<file path="config.mk">
export PLATFORM = sky130hd
export DESIGN_NAME = pwm_ramp_controller
export DESIGN_NICKNAME = d
export VERILOG_FILES = /design/src/rtl/pwm_ctrl_pkg.sv /design/src/rtl/pwm_ramp_tick.sv /design/src/rtl/pwm_ramp_controller.sv
export SDC_FILE = /design/constraint.sdc
export NUM_CORES = 1
export LEC_CHECK = 0
export BUFFER_PORTS_ARGS = -buffer_cell sky130_fd_sc_hd__buf_2
export CELL_PAD_IN_SITES_DETAIL_PLACEMENT = 0
export CELL_PAD_IN_SITES_GLOBAL_PLACEMENT = 2
export CORE_ASPECT_RATIO = 2
export CORE_MARGIN = 1
export CORE_UTILIZATION = 34
export DETAILED_ROUTE_END_ITERATION = 10
export HOLD_SLACK_MARGIN = 0.08
export PLACE_DENSITY = 0.8
export SYNTH_ARGS = -nofsm -noshare
export SYNTH_HDL_FRONTEND = slang
export SYNTH_SLANG_ARGS = --single-unit
export TNS_END_PERCENT = 100
</file>
<file path="constraint.sdc">
create_clock -name clk -period 7.3 [get_ports clk]
set_input_delay 0.73 -clock clk [delete_from_list [all_inputs] [get_ports clk]]
set_output_delay 0.73 -clock clk [all_outputs]
set_load 0.01 [all_outputs]
</file>
<file path="src/rtl/pwm_ctrl_pkg.sv">
`default_nettype none
// +--------------------------------------------------------------------+
// | pwm_ctrl_pkg : shared encodings and defaults for the PWM sequencer |
// | Revision     : 1.0                                                 |
// +--------------------------------------------------------------------+
package pwm_ctrl_pkg;

  localparam logic [1:0] ST_IDLE = 2'd0;
  localparam logic [1:0] ST_RAMP = 2'd1;
  localparam logic [1:0] ST_DEAD = 2'd2;
  localparam logic [1:0] ST_HOLD = 2'd3;

  localparam logic DIR_CW  = 1'b0;
  localparam logic DIR_CCW = 1'b1;

  localparam int DEF_CLK_FREQ    = 50_000_000;
  localparam int DEF_COUNTER_W   = 12;
  localparam int DEF_STEP_DIV    = 5000;
  localparam int DEF_RAMP_STEP   = 16;
  localparam int DEF_DEAD_CYCLES = 50_000;

endpackage
`default_nettype wire

</file>
<file path="src/rtl/pwm_ramp_tick.sv">
`default_nettype none
// +--------------------------------------------------------------------+
// | pwm_ramp_tick : STEP_DIV prescaler producing a one-cycle ramp tick |
// | Revision      : 1.0                                                |
// +--------------------------------------------------------------------+
module pwm_ramp_tick
  import pwm_ctrl_pkg::*;
#(
  parameter int STEP_DIV = DEF_STEP_DIV
) (
  input  logic clk,
  input  logic reset,
  input  logic clear,
  output logic tick
);

  localparam int              CNT_W   = (STEP_DIV > 1) ? $clog2(STEP_DIV) : 1;
  localparam logic [CNT_W-1:0] CNT_MAX = CNT_W'(STEP_DIV - 1);

  logic [CNT_W-1:0] cnt_q, cnt_d;

  always_comb begin
    if (clear || (cnt_q == CNT_MAX)) begin
      cnt_d = '0;
    end else begin
      cnt_d = cnt_q + CNT_W'(1);
    end
  end

  always_ff @(posedge clk or negedge reset) begin
    if (!reset) begin
      cnt_q <= '0;
    end else begin
      cnt_q <= cnt_d;
    end
  end

  // Tick fires STEP_DIV cycles after the last clear.
  assign tick = !clear && (cnt_q == CNT_MAX);

endmodule
`default_nettype wire

</file>
<file path="src/rtl/pwm_ramp_controller.sv">
`default_nettype none
// +--------------------------------------------------------------------+
// | pwm_ramp_controller : slew-limited speed/direction sequencer with  |
// |                       dead-time reversal and latched e-stop        |
// | Revision            : 1.0                                          |
// +--------------------------------------------------------------------+
module pwm_ramp_controller
  import pwm_ctrl_pkg::*;
#(
  parameter int CLK_FREQ    = DEF_CLK_FREQ,
  parameter int COUNTER_W   = DEF_COUNTER_W,
  parameter int STEP_DIV    = DEF_STEP_DIV,
  parameter int RAMP_STEP   = DEF_RAMP_STEP,
  parameter int DEAD_CYCLES = DEF_DEAD_CYCLES
) (
  input  logic                 clk,
  input  logic                 reset,
  input  logic                 cmd_valid,
  output logic                 cmd_ready,
  input  logic                 cmd_enable,
  input  logic [COUNTER_W-1:0] cmd_duty,
  input  logic                 cmd_dir,
  input  logic                 estop,
  output logic                 enable,
  output logic [COUNTER_W-1:0] duty_cycle,
  output logic                 direction,
  output logic                 at_target,
  output logic                 fault
);

  localparam int                DEAD_W    = $clog2(DEAD_CYCLES + 1);
  localparam logic [DEAD_W-1:0] DEAD_LAST = DEAD_W'(DEAD_CYCLES - 1);
  localparam logic [COUNTER_W:0] STEP_X   = (COUNTER_W + 1)'(RAMP_STEP);

  if (CLK_FREQ < 1 || STEP_DIV < 1 || RAMP_STEP < 1 || DEAD_CYCLES < 1 ||
      RAMP_STEP >= (1 << COUNTER_W)) begin : g_param_check
    $error("pwm_ramp_controller: illegal parameter set");
  end

  logic [1:0]           state_q, state_d;
  logic [COUNTER_W-1:0] duty_q, duty_d, tgt_duty_q, tgt_duty_d;
  logic                 dir_q, dir_d, tgt_dir_q, tgt_dir_d, tgt_en_q, tgt_en_d;
  logic                 fault_q, fault_d, en_q, at_target_q, cmd_ready_q;
  logic [DEAD_W-1:0]    dead_cnt_q, dead_cnt_d;

  logic                 w_acc, w_load, w_tick, w_prescale_clr, w_up;
  logic                 w_tgt_dir, w_tgt_en;
  logic [COUNTER_W-1:0] w_cmd_duty, w_tgt_duty, w_next_duty;
  logic [COUNTER_W:0]   w_duty_x, w_tgt_x, w_diff, w_step, w_sum;

  assign w_acc      = cmd_valid && cmd_ready_q;
  assign w_load     = w_acc && !estop && !fault_q;
  assign w_cmd_duty = cmd_enable ? cmd_duty : '0;
  assign w_tgt_duty = w_load ? w_cmd_duty : tgt_duty_q;
  assign w_tgt_dir  = w_load ? cmd_dir    : tgt_dir_q;
  assign w_tgt_en   = w_load ? cmd_enable : tgt_en_q;

  // Prescaler only free-runs while the output is live on a ramp grid.
  assign w_prescale_clr = (state_q == ST_IDLE) || (state_q == ST_DEAD);

  pwm_ramp_tick #(
    .STEP_DIV (STEP_DIV)
  ) u_tick (
    .clk   (clk),
    .reset (reset),
    .clear (w_prescale_clr),
    .tick  (w_tick)
  );

  // One slew step; a pending reversal always heads for zero first.
  always_comb begin
    w_duty_x = {1'b0, duty_q};
    w_tgt_x  = {1'b0, w_tgt_duty};
    w_up     = 1'b0;
    if (dir_q != w_tgt_dir) begin
      w_diff = w_duty_x;
    end else if (w_tgt_x > w_duty_x) begin
      w_diff = w_tgt_x - w_duty_x;
      w_up   = 1'b1;
    end else begin
      w_diff = w_duty_x - w_tgt_x;
    end
    w_step      = (w_diff < STEP_X) ? w_diff : STEP_X;
    w_sum       = w_up ? (w_duty_x + w_step) : (w_duty_x - w_step);
    w_next_duty = w_sum[COUNTER_W] ? '1 : w_sum[COUNTER_W-1:0];
  end

  always_comb begin
    state_d    = state_q;
    duty_d     = duty_q;
    dir_d      = dir_q;
    tgt_duty_d = w_tgt_duty;
    tgt_dir_d  = w_tgt_dir;
    tgt_en_d   = w_tgt_en;
    fault_d    = fault_q;
    dead_cnt_d = dead_cnt_q;
    if (estop) begin
      state_d    = ST_IDLE;
      duty_d     = '0;
      tgt_duty_d = '0;
      tgt_dir_d  = DIR_CW;
      tgt_en_d   = 1'b0;
      fault_d    = 1'b1;
    end else if (fault_q) begin
      if (w_acc && !cmd_enable) begin
        fault_d = 1'b0;
      end
    end else begin
      case (state_q)
        ST_IDLE: begin
          duty_d = '0;
          if (w_acc && cmd_enable) begin
            dir_d   = cmd_dir;
            state_d = ST_RAMP;
          end
        end
        ST_RAMP: begin
          if (w_tick) begin
            duty_d = w_next_duty;
          end
          if (dir_q != w_tgt_dir) begin
            if (duty_d == '0) begin
              state_d    = ST_DEAD;
              dead_cnt_d = '0;
            end
          end else if (duty_d == w_tgt_duty) begin
            state_d = w_tgt_en ? ST_HOLD : ST_IDLE;
          end
        end
        ST_DEAD: begin
          duty_d = '0;
          if (dead_cnt_q == DEAD_LAST) begin
            dir_d   = ~dir_q;
            state_d = ST_RAMP;
          end else begin
            dead_cnt_d = dead_cnt_q + DEAD_W'(1);
          end
        end
        ST_HOLD: begin
          if (w_load && ((w_cmd_duty != duty_q) || (cmd_dir != dir_q) || !cmd_enable)) begin
            state_d = ST_RAMP;
          end
        end
        default: state_d = ST_IDLE;
      endcase
    end
  end

  always_ff @(posedge clk or negedge reset) begin
    if (!reset) begin
      state_q     <= ST_IDLE;
      duty_q      <= '0;
      dir_q       <= DIR_CW;
      tgt_duty_q  <= '0;
      tgt_dir_q   <= DIR_CW;
      tgt_en_q    <= 1'b0;
      fault_q     <= 1'b0;
      dead_cnt_q  <= '0;
      en_q        <= 1'b0;
      at_target_q <= 1'b0;
      cmd_ready_q <= 1'b1;
    end else begin
      state_q     <= state_d;
      duty_q      <= duty_d;
      dir_q       <= dir_d;
      tgt_duty_q  <= tgt_duty_d;
      tgt_dir_q   <= tgt_dir_d;
      tgt_en_q    <= tgt_en_d;
      fault_q     <= fault_d;
      dead_cnt_q  <= dead_cnt_d;
      en_q        <= (state_d != ST_IDLE);
      at_target_q <= (state_d == ST_HOLD);
      cmd_ready_q <= (state_d != ST_DEAD);
    end
  end

  assign enable     = en_q;
  assign duty_cycle = duty_q;
  assign direction  = dir_q;
  assign at_target  = at_target_q;
  assign fault      = fault_q;
  assign cmd_ready  = cmd_ready_q;

endmodule
`default_nettype wire
</file>
# Word-level counts from Yosys, hierarchy flattened
# Index checks and enable logic that the tools add are counted.
# word_totals
wordCells	107
in_bits	18
register_bits	62
# classes
n_eq_ne	17
n_lt_le_gt_ge	2
bitwise	3
n_mux	42
n_reduce_logical	25
addsub	6
# op_table
cell	count
12-bit two-way mux	10
13-bit two-way mux	5
16-bit two-way mux	3
16-bit one-hot mux with 2 select lines	1
12-bit by 12-bit subtractor with 13-bit output	2
12-bit one-hot mux with 2 select lines	1
2-bit two-way mux	9
16-bit by 1-bit adder with 16-bit output, second input constant	1
16-bit == test, second input constant	1
12-bit by 13-bit adder with 13-bit output	1
13-bit by 1-bit adder with 13-bit output, second input constant	1
13-bit == test, second input constant	1
13-bit by 5-bit < comparator with 1-bit output, second input constant	1
12-bit by 13-bit subtractor with 13-bit output	1
12-bit == test	1
12-bit greater-than comparator	1
12-bit logical NOT	1
12-bit inequality test	1
1-bit two-way mux	11
2-bit inequality test, second input constant	5
2-bit one-hot mux with 4 select lines	1
1-bit logical AND	7
2-bit == test, second input constant	3
6-bit AND reduction	1
other kinds (13)	25

# Longest topological paths before layout
# Gate-level depths: netlist of run 1.
# depth
depth_word	23
mapped_depth	38

# Modules after synthesis
# A second synthesis of run 1 with hierarchy kept.
# unflattened
hier_cells	787
hier_area_um2	6137.1
# modules_own_cells
module	cells_per_inst	instances	area_each_um2
pwm_ramp_controller	721	1	5475.3
pwm_ramp_tick	66	1	661.9

# Worst setup path after synthesis of run 1
# Ideal clock, no wire load.
# synth_timing
path_kind	input to register
from	input estop
to	register cmd_ready_q, in the netlist cmd_ready
stages	35
slack_ns	-0.803
path_buffers	2
t_arrival_ns	8.020
cell_sequence	nor2_4 -> nand3_2 -> clkbuf_1 -> a21oi_1 -> inv_1 -> ha_1 -> nor2b_1 -> o211a_4 -> o211ai_4 -> a21oi_4 -> mux2_1 -> nand4_1 -> a22oi_2 -> clkbuf_1 -> and3_1 -> inv_1 -> ha_1 -> nand2_1 -> o31a_1 -> o21ai_0 -> inv_1 -> ha_1 -> a21oi_1 -> nor2b_1 -> nor2_1 -> a31oi_1 -> nand2_1 -> a2111oi_2 -> a311oi_2 -> xnor2_1 -> a2111o_1 -> or4_4 -> o21ba_1 -> inv_1 -> nand2_1
# synth_between
elab_chain_len	23
# synth_rtl
element	line_no	rtl
start, declared	pwm_ramp_controller.sv:23	input logic estop,
1-bit logical NOT	pwm_ramp_controller.sv:52	assign w_load = w_acc && !estop && !fault_q;
1-bit logical AND (2 in series)	pwm_ramp_controller.sv:52	
12-bit two-way mux	pwm_ramp_controller.sv:54	assign w_tgt_duty = w_load ? w_cmd_duty : tgt_duty_q;
12-bit by 12-bit subtractor with 13-bit output, or another cell as far along	pwm_ramp_controller.sv:81	w_diff = w_duty_x - w_tgt_x;
13-bit two-way mux	pwm_ramp_controller.sv:77	end else if (w_tgt_x > w_duty_x) begin
13-bit two-way mux	pwm_ramp_controller.sv:75	if (dir_q != w_tgt_dir) begin
13-bit by 5-bit < comparator with 1-bit output	pwm_ramp_controller.sv:83	w_step = (w_diff < STEP_X) ? w_diff : STEP_X;
13-bit two-way mux	pwm_ramp_controller.sv:83	
(+7 left out)	-	
12-bit == test / 12-bit logical NOT (equally long branches)	pwm_ramp_controller.sv:126, pwm_ramp_controller.sv:122	
2-bit two-way mux, on equally long branches	pwm_ramp_controller.sv:126, pwm_ramp_controller.sv:122	
2-bit two-way mux	pwm_ramp_controller.sv:121	if (dir_q != w_tgt_dir) begin
2-bit one-hot mux with 4 select lines	pwm_ramp_controller.sv:109	case (state_q)
2-bit two-way mux	pwm_ramp_controller.sv:104	end else if (fault_q) begin
2-bit two-way mux *	pwm_ramp_controller.sv:97	if (estop) begin
net state_d[1]	pwm_ramp_controller.sv:40	logic [1:0] state_q, state_d;
2-bit inequality test *	pwm_ramp_controller.sv:173	cmd_ready_q <= (state_d != ST_DEAD);
end signal, assigned	pwm_ramp_controller.sv:173	
end, declared	pwm_ramp_controller.sv:43	logic fault_q, fault_d, en_q, at_target_q, cmd_ready_q;
# The timed path passes the listed nets; every way through them passes the cells marked *. The select of a mux whose other input is x is not followed.
# A chain may end at the register's enable or synchronous reset.

# Final worst setup path of run 1
# Ends and elaborated chain as after synthesis.

==> impl_metrics.yaml, run 1 <==
die:
  die_y_um: 187.8
  die-area_um2: 17810
  rows: 67
  die_w_um: 94.88
  io_pins: 35
  coreArea_um2: 16850
  start_util_pct: 34.81
clock_tree:
  cts_sinks: 62
  root_buffer: "clkbuf_16"
  cts_tree: "done"
  htreeDepth: 3
  worstSkewPairLatency_ns: 0.33
  clk_pin_slew_ns: 0.05
  cts_buffer_depth: 2
  cts_buffers: 9
sta:
  setup_viol: 0
  slew_viol_final: 0
  tightest_slew_ns: 1.215
  period_needed_ns: 7.122
  period_share_pct: 97.57
  skew_ns: 0.005933
  setup_ws_ns: 0.1777
  finalHoldViolations: 0
  slew_headroom_pct: 18.41
  max_freq_ghz: 0.1404
synth:
  ys_ff_latch: 62
  synth.top_cell.area_share_pct: 26.02
  yosys-top-cells-area: "dfrtp_1 26%, ha_1 8.3%, o21ai_0 5.3%, nor2_1 5.2%, nand2_1 4.9%"
  synth_nets: 811
  synthArstFlopShare_pct: 100.0
  ys_types: 81
  synth-adder-area-share_pct: 9.343
  synth_simple_gate_area_share_pct: 23.85
  synth_cells: 751
  muxShareOfSynthArea_pct: 1.280
  synthFlopType: "dfrtp_1"
  synth_most_common_cell: "nor2_1"
  ys_top_cells_by_count: "81 x nor2_1, 77 x nand2_1, 62 x o21ai_0"
  seq_area_frac_synth_pct: 26.47
  avgSynthCellArea_um2: 7.810
  syn_area_um2: 5866
  yosysWarnings: 0
  synth_edf_count: 0
  synthXorXnorAreaFrac_pct: 8.191
  synth_compound_area_share_pct: 26.43
  yosysTopAreaCell: "dfrtp_1"
  synth_top_family_by_area: "compound AO/OA/AOI/OAI gates"
final_layout:
  areaGrowthSynthToFinish_pct: 43.77
  antenna_cells: 0
  nNetsFinal: 990
  finalInstanceArea_um2: 8433
  drive_gt1_share_pct: 35.08
critical_path:
  start_kind: "primary input"
  slowest_delay_ns: 0.52
  path_max_fanout: 5
  cp-end-kind: "register"
  cp_common_cell: "inv_2"
  cp_data_required_time_ns: 7.56
  cp.arrival_ns: 7.38
  crit_slowest_cell: "or4_4"
  critPathKind: "primary input to register"
global_routing:
  grt_pass1_wl_um: 37510
  gr-total-overflow: 0
  grt_usage_pct: 28.70
  grt_pass1_vias: 6747
  antenna_found_initial: 0
  grt_max_degree: 63
detailed_routing:
  wl_per_cell_um: 22.15
  wl_um: 25300
  via_per_inst: 5.772
  drt_iter0_markers: 361
  ant_nets: 0
  drc: 0
  dr.pass1.iters: 5
  vias: 6592
placed_design:
  dpl.hpwl_um: 19820
  gp_congestion: 1.010
  io_buffers: 34
  dp_slack_ns: -0.5178
  dpl_cell_area_um2: 7468
power_and_ir_drop:
  power_density_nw_per_um2: 186.8
  power_leakage_nw: 3.826
  ir_worst_vdd_mv: 0.1749
run_status:
  outcome: "completed"
flow_run:
  maxCapViolCount: 0
min_path:
  hp-class: "register to register"
## worst max-delay path, delay by kind of cell
family	cells	cell delay [ns]
buffers and inverters	6	0.63
multiplexers	1	0.32
XOR/XNOR	1	0.17
AO/OA/AOI/OAI	12	2.86
adder cells (fa/ha/maj)	3	0.76
AND/OR/NAND/NOR	12	1.89
## layout make-up
cell class                 instances  area [µm²]
multi-input combinational        624        4720
sequential                        62        1553
timing repair buffer             196        1445
clock inverter                     3       67.56
clock buffer                      13       250.2
inverter                          37       138.9
tap                              207       259.0
fill                            1603        8417
## per-stage QoR
step / cells / power (mW) / hold slack, ns / utilization [%] / TNS (ns)
global placement: 1107 / 0.9993 / 0.4434 / 44.32 / -5.446
finish: 1142 / 1.575 / 0.4640 / 50.05 / 0
global route: 1142 / 1.636 / 0.4954 / 50.05 / -0.02721
detailed placement: 1107 / 1.008 / 0.4628 / 44.32 / -6.764
CTS: 1123 / 1.483 / 0.4674 / 46.40 / 0
floorplan: 751 / 0.7109 / 0.4329 / - / 0
## final timing paths
path                            slack (ns)         endpoint       startpoint  cells after the start
worst max-delay path                  0.18        cmd_ready            estop                     35
worst min-delay path                  0.46  u_tick.cnt_q[0]  u_tick.cnt_q[0]                      1
worst max register to register        0.24        cmd_ready            fault                     34
worst min register to register        0.46  u_tick.cnt_q[0]  u_tick.cnt_q[0]                      1
max in group asynchronous             6.19   dead_cnt_q[14]            reset                      2
min in group asynchronous             0.56  u_tick.cnt_q[8]            reset                      2
## routing by layer
metal / track usage [%] / vias up / share of wire [%]
met4: 22.38 / 0 / 10
met1: 26.83 / 3162 / 33
met3: 5.028 / 123 / 3.6
li1: - / 3073 / -
met2: 52.57 / 234 / 53
met5: 0 / - / 0
## flip-flops by register name (all words and copies together) (netlist names)
signal        count
tgt_dir_q         1
state_q           2
dead_cnt_q       16
tgt_duty_q       12
at_target         1
cmd_ready         1
fault             1
enable            1
direction         1
duty_cycle       12
u_tick.cnt_q     13
tgt_en_q          1
## cells in the final DEF, fill, tap and decap left out, types with 13 or more instances in the layout
master / n
buf_4: 154
dfrtp_1: 61
nand4_1: 17
inv_1: 29
a21o_1: 13
xor2_1: 21
ha_1: 26
and3_1: 14
nand3_1: 25
nor2_1: 73
a21oi_1: 33
buf_2: 33
xnor2_1: 28
nand2_1: 71
o21ai_0: 55
## power breakdown
group | internal (mW) | total [mW] | switching, mW
Sequential | 0.352 | 0.363 | 0.0116
Clock | 0.309 | 0.464 | 0.156
Combinational | 0.317 | 0.747 | 0.431
Total | 0.977 | 1.58 | 0.598
## timing repair
action	CTS	global route
resized for setup	7	96
cloned	0	1
pin swaps	0	61
hold buffers	0	0
setup buffers	0	19
setup endpoints to repair	9	21
endpoints found under the hold margin	0	0
## cell families after synthesis
| group | after synthesis |
|---|---|
| AO/OA/AOI/OAI | 233 |
| XOR/XNOR | 54 |
| adder cells (fa/ha/maj) | 42 |
| buffers and inverters | 65 |
| flip-flops | 62 |
| multiplexers | 7 |
| AND/OR/NAND/NOR | 288 |
Note: power is estimated with default switching activity, not from simulation.
==> run 2, diff against run 1 <==
RECOVER_POWER = 50   (was default)
==> run 2 against run 1 <==
The flow now finishes with violations (capacitance limit, slew limit); sequential share of layout area hardly changed; clock power hardly changed; total power shrank 0.15%; combinational power hardly changed; via count up 0.44%; die area stayed put; cell count unchanged; non-clock buffer count is the same; clock skew hardly changed; critical endpoint unchanged.
==> impl_metrics.yaml, run 2 (synthesis gave the netlist of run 1 again) <==
die:
  die-area_um2: 17810
  rows: 67
  die_y_um: 187.8
  start_util_pct: 34.81
  io_pins: 35
  coreArea_um2: 16850
  die_w_um: 94.88
clock_tree:
  clk_pin_slew_ns: 0.05
  cts_buffers: 9
  cts_tree: "done"
  root_buffer: "clkbuf_16"
  cts_sinks: 62
  htreeDepth: 3
  worstSkewPairLatency_ns: 0.33
  cts_buffer_depth: 2
global_routing:
  grt_max_degree: 63
  grt_pass1_vias: 6747
  grt_usage_pct: 28.70
  gr-total-overflow: 0
  grt_pass1_wl_um: 37510
  antenna_found_initial: 0
min_path:
  min_from: "u_tick.cnt_q[0]"
  hold_depth: 1
  hp-class: "register to register"
  hold_path_end: "u_tick.cnt_q[0]"
sta:
  max_freq_ghz: 0.1405
  skew_ns: 0.005682
  finalHoldViolations: 0
  slew_headroom_pct: -127.0
  period_share_pct: 97.48
  setup_ws_ns: 0.1840
  period_needed_ns: 7.116
  setup_viol: 0
  tightest_slew_ns: 3.405
  whs_ns: 0.4641
  setup_tns_ns: 0
  slew_viol_final: 63
final_layout:
  fillCellCount: 1605
  layout_common_cells: "153 x buf_4, 73 x nor2_1, 71 x nand2_1, 61 x dfrtp_1, 55 x o21ai_0"
  mostFrequentLayoutCell: "buf_4"
  nNetsFinal: 990
  antenna_cells: 0
  areaGrowthSynthToFinish_pct: 43.60
  finalNonFillerCells: 1142
  largest_reg_flops: 16
  reg_top3: "dead_cnt_q (16), u_tick.cnt_q (13)"
  regMostFlops: "dead_cnt_q"
  post-route-util_pct: 49.99
  drive_gt1_share_pct: 34.76
detailed_routing:
  drc: 0
  vias: 6621
  wl_per_cell_um: 22.10
  via_per_inst: 5.798
  drt_iter0_markers: 344
  dr.pass1.iters: 5
  wl_um: 25240
  ant_nets: 0
critical_path:
  worstReg2RegStart: "fault"
  crit_slowest_cell: "or4_4"
  r2r_setup_slack_ns: 0.24
  critPathKind: "primary input to register"
  reg2regPathDepth: 34
  cp.arrival_ns: 7.38
  cp-end-kind: "register"
  cp_common_cell: "inv_2"
  path_max_fanout: 5
  cp_data_required_time_ns: 7.56
  r2r-end: "cmd_ready"
  slowest_delay_ns: 0.52
  start_kind: "primary input"
power_and_ir_drop:
  power_leakage_nw: 3.819
  power_density_nw_per_um2: 186.7
  ir_worst_vdd_mv: 0.1748
run_status:
  outcome: "complete, but fails checks"
  failed_checks: "capacitance limit, slew limit"
placed_design:
  io_buffers: 34
  gp_congestion: 1.010
  dp_cells: 1107
  dpl.hpwl_um: 19820
  dp_slack_ns: -0.5178
flow_run:
  maxCapViolCount: 1
==> run 2: cell types whose count changed in the layout (fill, tap and decap cells not counted), sizes merged <==
| cell | previous run | this run |
|---|---|---|
| buf | 195 | 193 |
| clkbuf | 14 | 16 |
==> run 2: worst max-delay path by stage <==
stage           from         to  slack, ns  cells past startpoint
2_1_floorplan  estop  cmd_ready       0.04                     38
3_5_place_dp   estop     enable      -0.52                     35
4_1_cts        estop     enable       0.01                     37
5_1_grt        fault  cmd_ready      -0.03                     34
6_report       estop  cmd_ready       0.18                     35
3_3_place_gp   estop  cmd_ready      -0.42                     37
==> run 2: timing repair <==
item                       4_1_cts  5_1_grt
setup endpoints to repair        9       21
gates cloned                     0        1
hold buffers                     0        0
setup buffers                    0       19
pin swaps                        0       61
resized for setup                7       96
==> run 2: report_power, final <==
part	total [mW]	internal, mW	leakage, nW	switching, mW
combinational	0.746	0.316	2.82	0.430
clock	0.463	0.309	0.150	0.155
sequential	0.364	0.352	0.848	0.0116
==> run 2: critical path: cells and delay by family <==
family | cells | cell delay [ns]
and+or+nand+nor | 12 | 1.89
adders and majority gates | 3 | 0.76
buffers and inverters | 6 | 0.63
xor gates and xnor gates | 1 | 0.17
AOI/OAI and AO/OA | 12 | 2.86
muxes | 1 | 0.32
==> run 2: through the flow <==
step / cell area (µm²) / power, mW
finish: 8423 / 1.573
global route: 8423 / 1.636
CTS: 7819 / 1.483
detailed placement: 7468 / 1.008
global placement: 7468 / 0.9993
floorplan: 6107 / 0.7109
==> run 2: routing by layer <==
metal  share of wire [%]  up-vias  track usage, %
met2                  53      255           52.57
met5                   0        -               0
met4                  10        0           22.38
met3                 4.1      120           5.028
li1                    -     3076               -
met1                  32     3170           26.83
==> run 2: final cells by class <==
class                           instances  area, µm²  area share [%]
Tap cell                              207      259.0           3.075
Inverter                               37      138.9           1.649
Timing Repair Buffer                  196       1440           17.10
Clock buffer                           13      250.2           2.971
Sequential cell                        62       1553           18.43
Multi-Input combinational cell        624       4715           55.97
Clock inverter                          3      67.56          0.8021
==> run 3, diff against run 2 <==
CORE_UTILIZATION = 37   (was 34)
PLACE_DENSITY = 0.83   (was 0.8)
clock period = 7.4 ns   (was 7.3 ns; I/O delays follow)
==> run 3 against run 2 <==
The run still ends with capacitance limit, slew limit left; global-route usage grew 2.7 points; non-clock buffer count is 6 lower; flip-flop and latch count stayed put; clock skew increased by 0.0057 ns; clock-buffer cell count shrank 3; critical path depth grew 2; critical endpoint unchanged.
==> impl_metrics.yaml, run 3 (synthesis gave the netlist of run 1 again) <==
run_status:
  outcome: "complete, but fails checks"
  failed_checks: "capacitance limit, slew limit"
die:
  start_util_pct: 38.15
  coreArea_um2: 15370
  die_y_um: 180.1
  die_w_um: 91.03
  rows: 64
  die-area_um2: 16390
  io_pins: 35
critical_path:
  crit_buf_inv: 6
  critPathKind: "primary input to register"
  path_max_fanout: 8
  start_kind: "primary input"
  slowest_delay_ns: 0.45
  cp_data_required_time_ns: 7.66
  crit_slowest_cell: "or4_4"
  cp.arrival_ns: 7.40
  path_delay_family: "compound AO/OA/AOI/OAI gates"
  cp-end-kind: "register"
final_layout:
  mostFrequentLayoutCell: "buf_4"
  regMostFlops: "dead_cnt_q"
  finalNonFillerCells: 1127
  drive_gt1_share_pct: 35.31
  regArea_um2: 1553
  areaGrowthSynthToFinish_pct: 40.96
  layout_common_cells: "152 x buf_4, 74 x nor2_1, 72 x nand2_1, 61 x dfrtp_1, 52 x o21ai_0"
  multi_input_area_um2: 4690
  reg_top3: "dead_cnt_q (16), u_tick.cnt_q (13)"
  nNetsFinal: 984
  antenna_cells: 0
  fillCellCount: 1516
  largest_reg_flops: 16
  post-route-util_pct: 53.78
clock_tree:
  htreeDepth: 3
  cts_tree: "done"
  root_buffer: "clkbuf_16"
  ctsHoldBuffers: 0
  cts_sinks: 62
  clk_pin_slew_ns: 0.06
  worstSkewPairLatency_ns: 0.34
  cts_buffer_depth: 2
  cts_buffers: 9
detailed_routing:
  dr.pass1.iters: 7
  ant_nets: 0
  wl_um: 25430
  drc: 0
  drt_iter0_markers: 318
  vias: 6551
  via_per_inst: 5.813
  wl_per_cell_um: 22.57
sta:
  finalHoldViolations: 0
  setup_viol: 0
  setup_tns_ns: 0
  period_needed_ns: 7.137
  rsz0062_at_grt: "true"
  period_share_pct: 96.45
  slew_headroom_pct: -134.0
  max_freq_ghz: 0.1401
  slew_viol_final: 63
  tightest_slew_ns: 3.511
  whs_ns: 0.4613
  setup_ws_ns: 0.2627
  skew_ns: 0.01140
placed_design:
  dp_slack_ns: -0.3768
  gp_congestion: 1.012
  dpl.hpwl_um: 20440
  dp_cells: 1100
  io_buffers: 34
power_and_ir_drop:
  power_leakage_nw: 3.786
  power_density_nw_per_um2: 186.6
  ir_worst_vdd_mv: 0.1473
global_routing:
  grt_pass1_vias: 6838
  grt_max_degree: 63
  grt_usage_pct: 31.43
  grt_pass1_wl_um: 38160
  gr-total-overflow: 0
  antenna_found_initial: 0
flow_run:
  maxCapViolCount: 1
min_path:
  hp-class: "register to register"
## run 3: cell count changes in the layout (fill, tap and decap cells not counted), moves of 3 or more
cell and delta:
buf_6 -4, clkinv_2 +3, clkbuf_1 -3, o21ai_1 +4, a21oi_4 -3, a21oi_2 +5
o21ai_0 -3
## run 3: area by class of cell
class | instances | area share (%)
clock buffer | 10 | 2.769
clock inverter | 6 | 0.7415
inverter | 37 | 1.680
multi-input combinational | 624 | 56.72
sequential | 62 | 18.78
tap | 198 | 2.996
timing repair buffer | 190 | 16.31
## run 3: final timing paths
path | end | startpoint | depth (start not counted) | slack, ns
max | cmd_ready | estop | 37 | 0.26
min | u_tick.cnt_q[0] | u_tick.cnt_q[0] | 1 | 0.46
max reg2reg | cmd_ready | fault | 36 | 0.36
min reg2reg | u_tick.cnt_q[0] | u_tick.cnt_q[0] | 1 | 0.46
max in group asynchronous | duty_cycle[11] | reset | 2 | 3.73
min in group asynchronous | duty_cycle[3] | reset | 2 | 1.70
## run 3: routing by layer
metal  up-vias  GRT usage, %  part of all wire [%]
li1       3062             -                     -
met1      3136         27.42                    32
met2       227         60.24                    55
met3       126         4.726                   3.4
met4         0         27.30                    10
met5         -             0                     0
## run 3: metrics by stage
stage | power (mW) | instance area [µm²]
2_1_floorplan | 0.7011 | 6105
3_5_place_dp | 1.026 | 7457
4_1_cts | 1.455 | 7755
5_1_grt | 1.602 | 8268
6_report | 1.543 | 8268
3_3_place_gp | 1.015 | 7457
## run 3: repair_timing
action,in CTS,in global routing
gates resized for setup,1,100
gates cloned,0,0
hold endpoints to repair,0,0
pin swaps,1,48
endpoints found under the setup margin,8,21
buffers inserted,0,11
## run 3: worst register-to-register path, delay by kind of cell (launching register included)
family          cells  cell delay [ns]
xor+xnor            2             0.30
simple gates       12             1.70
compound gates     14             3.22
fa+ha+maj           3             0.85
buf+inv             5             0.49
flops               1             0.43
## run 3: power breakdown
group	leakage, nW	internal [mW]	switching [mW]
logic	2.80	0.332	0.431
registers	0.848	0.347	0.0114
clock network	0.143	0.260	0.161
total	3.79	0.939	0.603
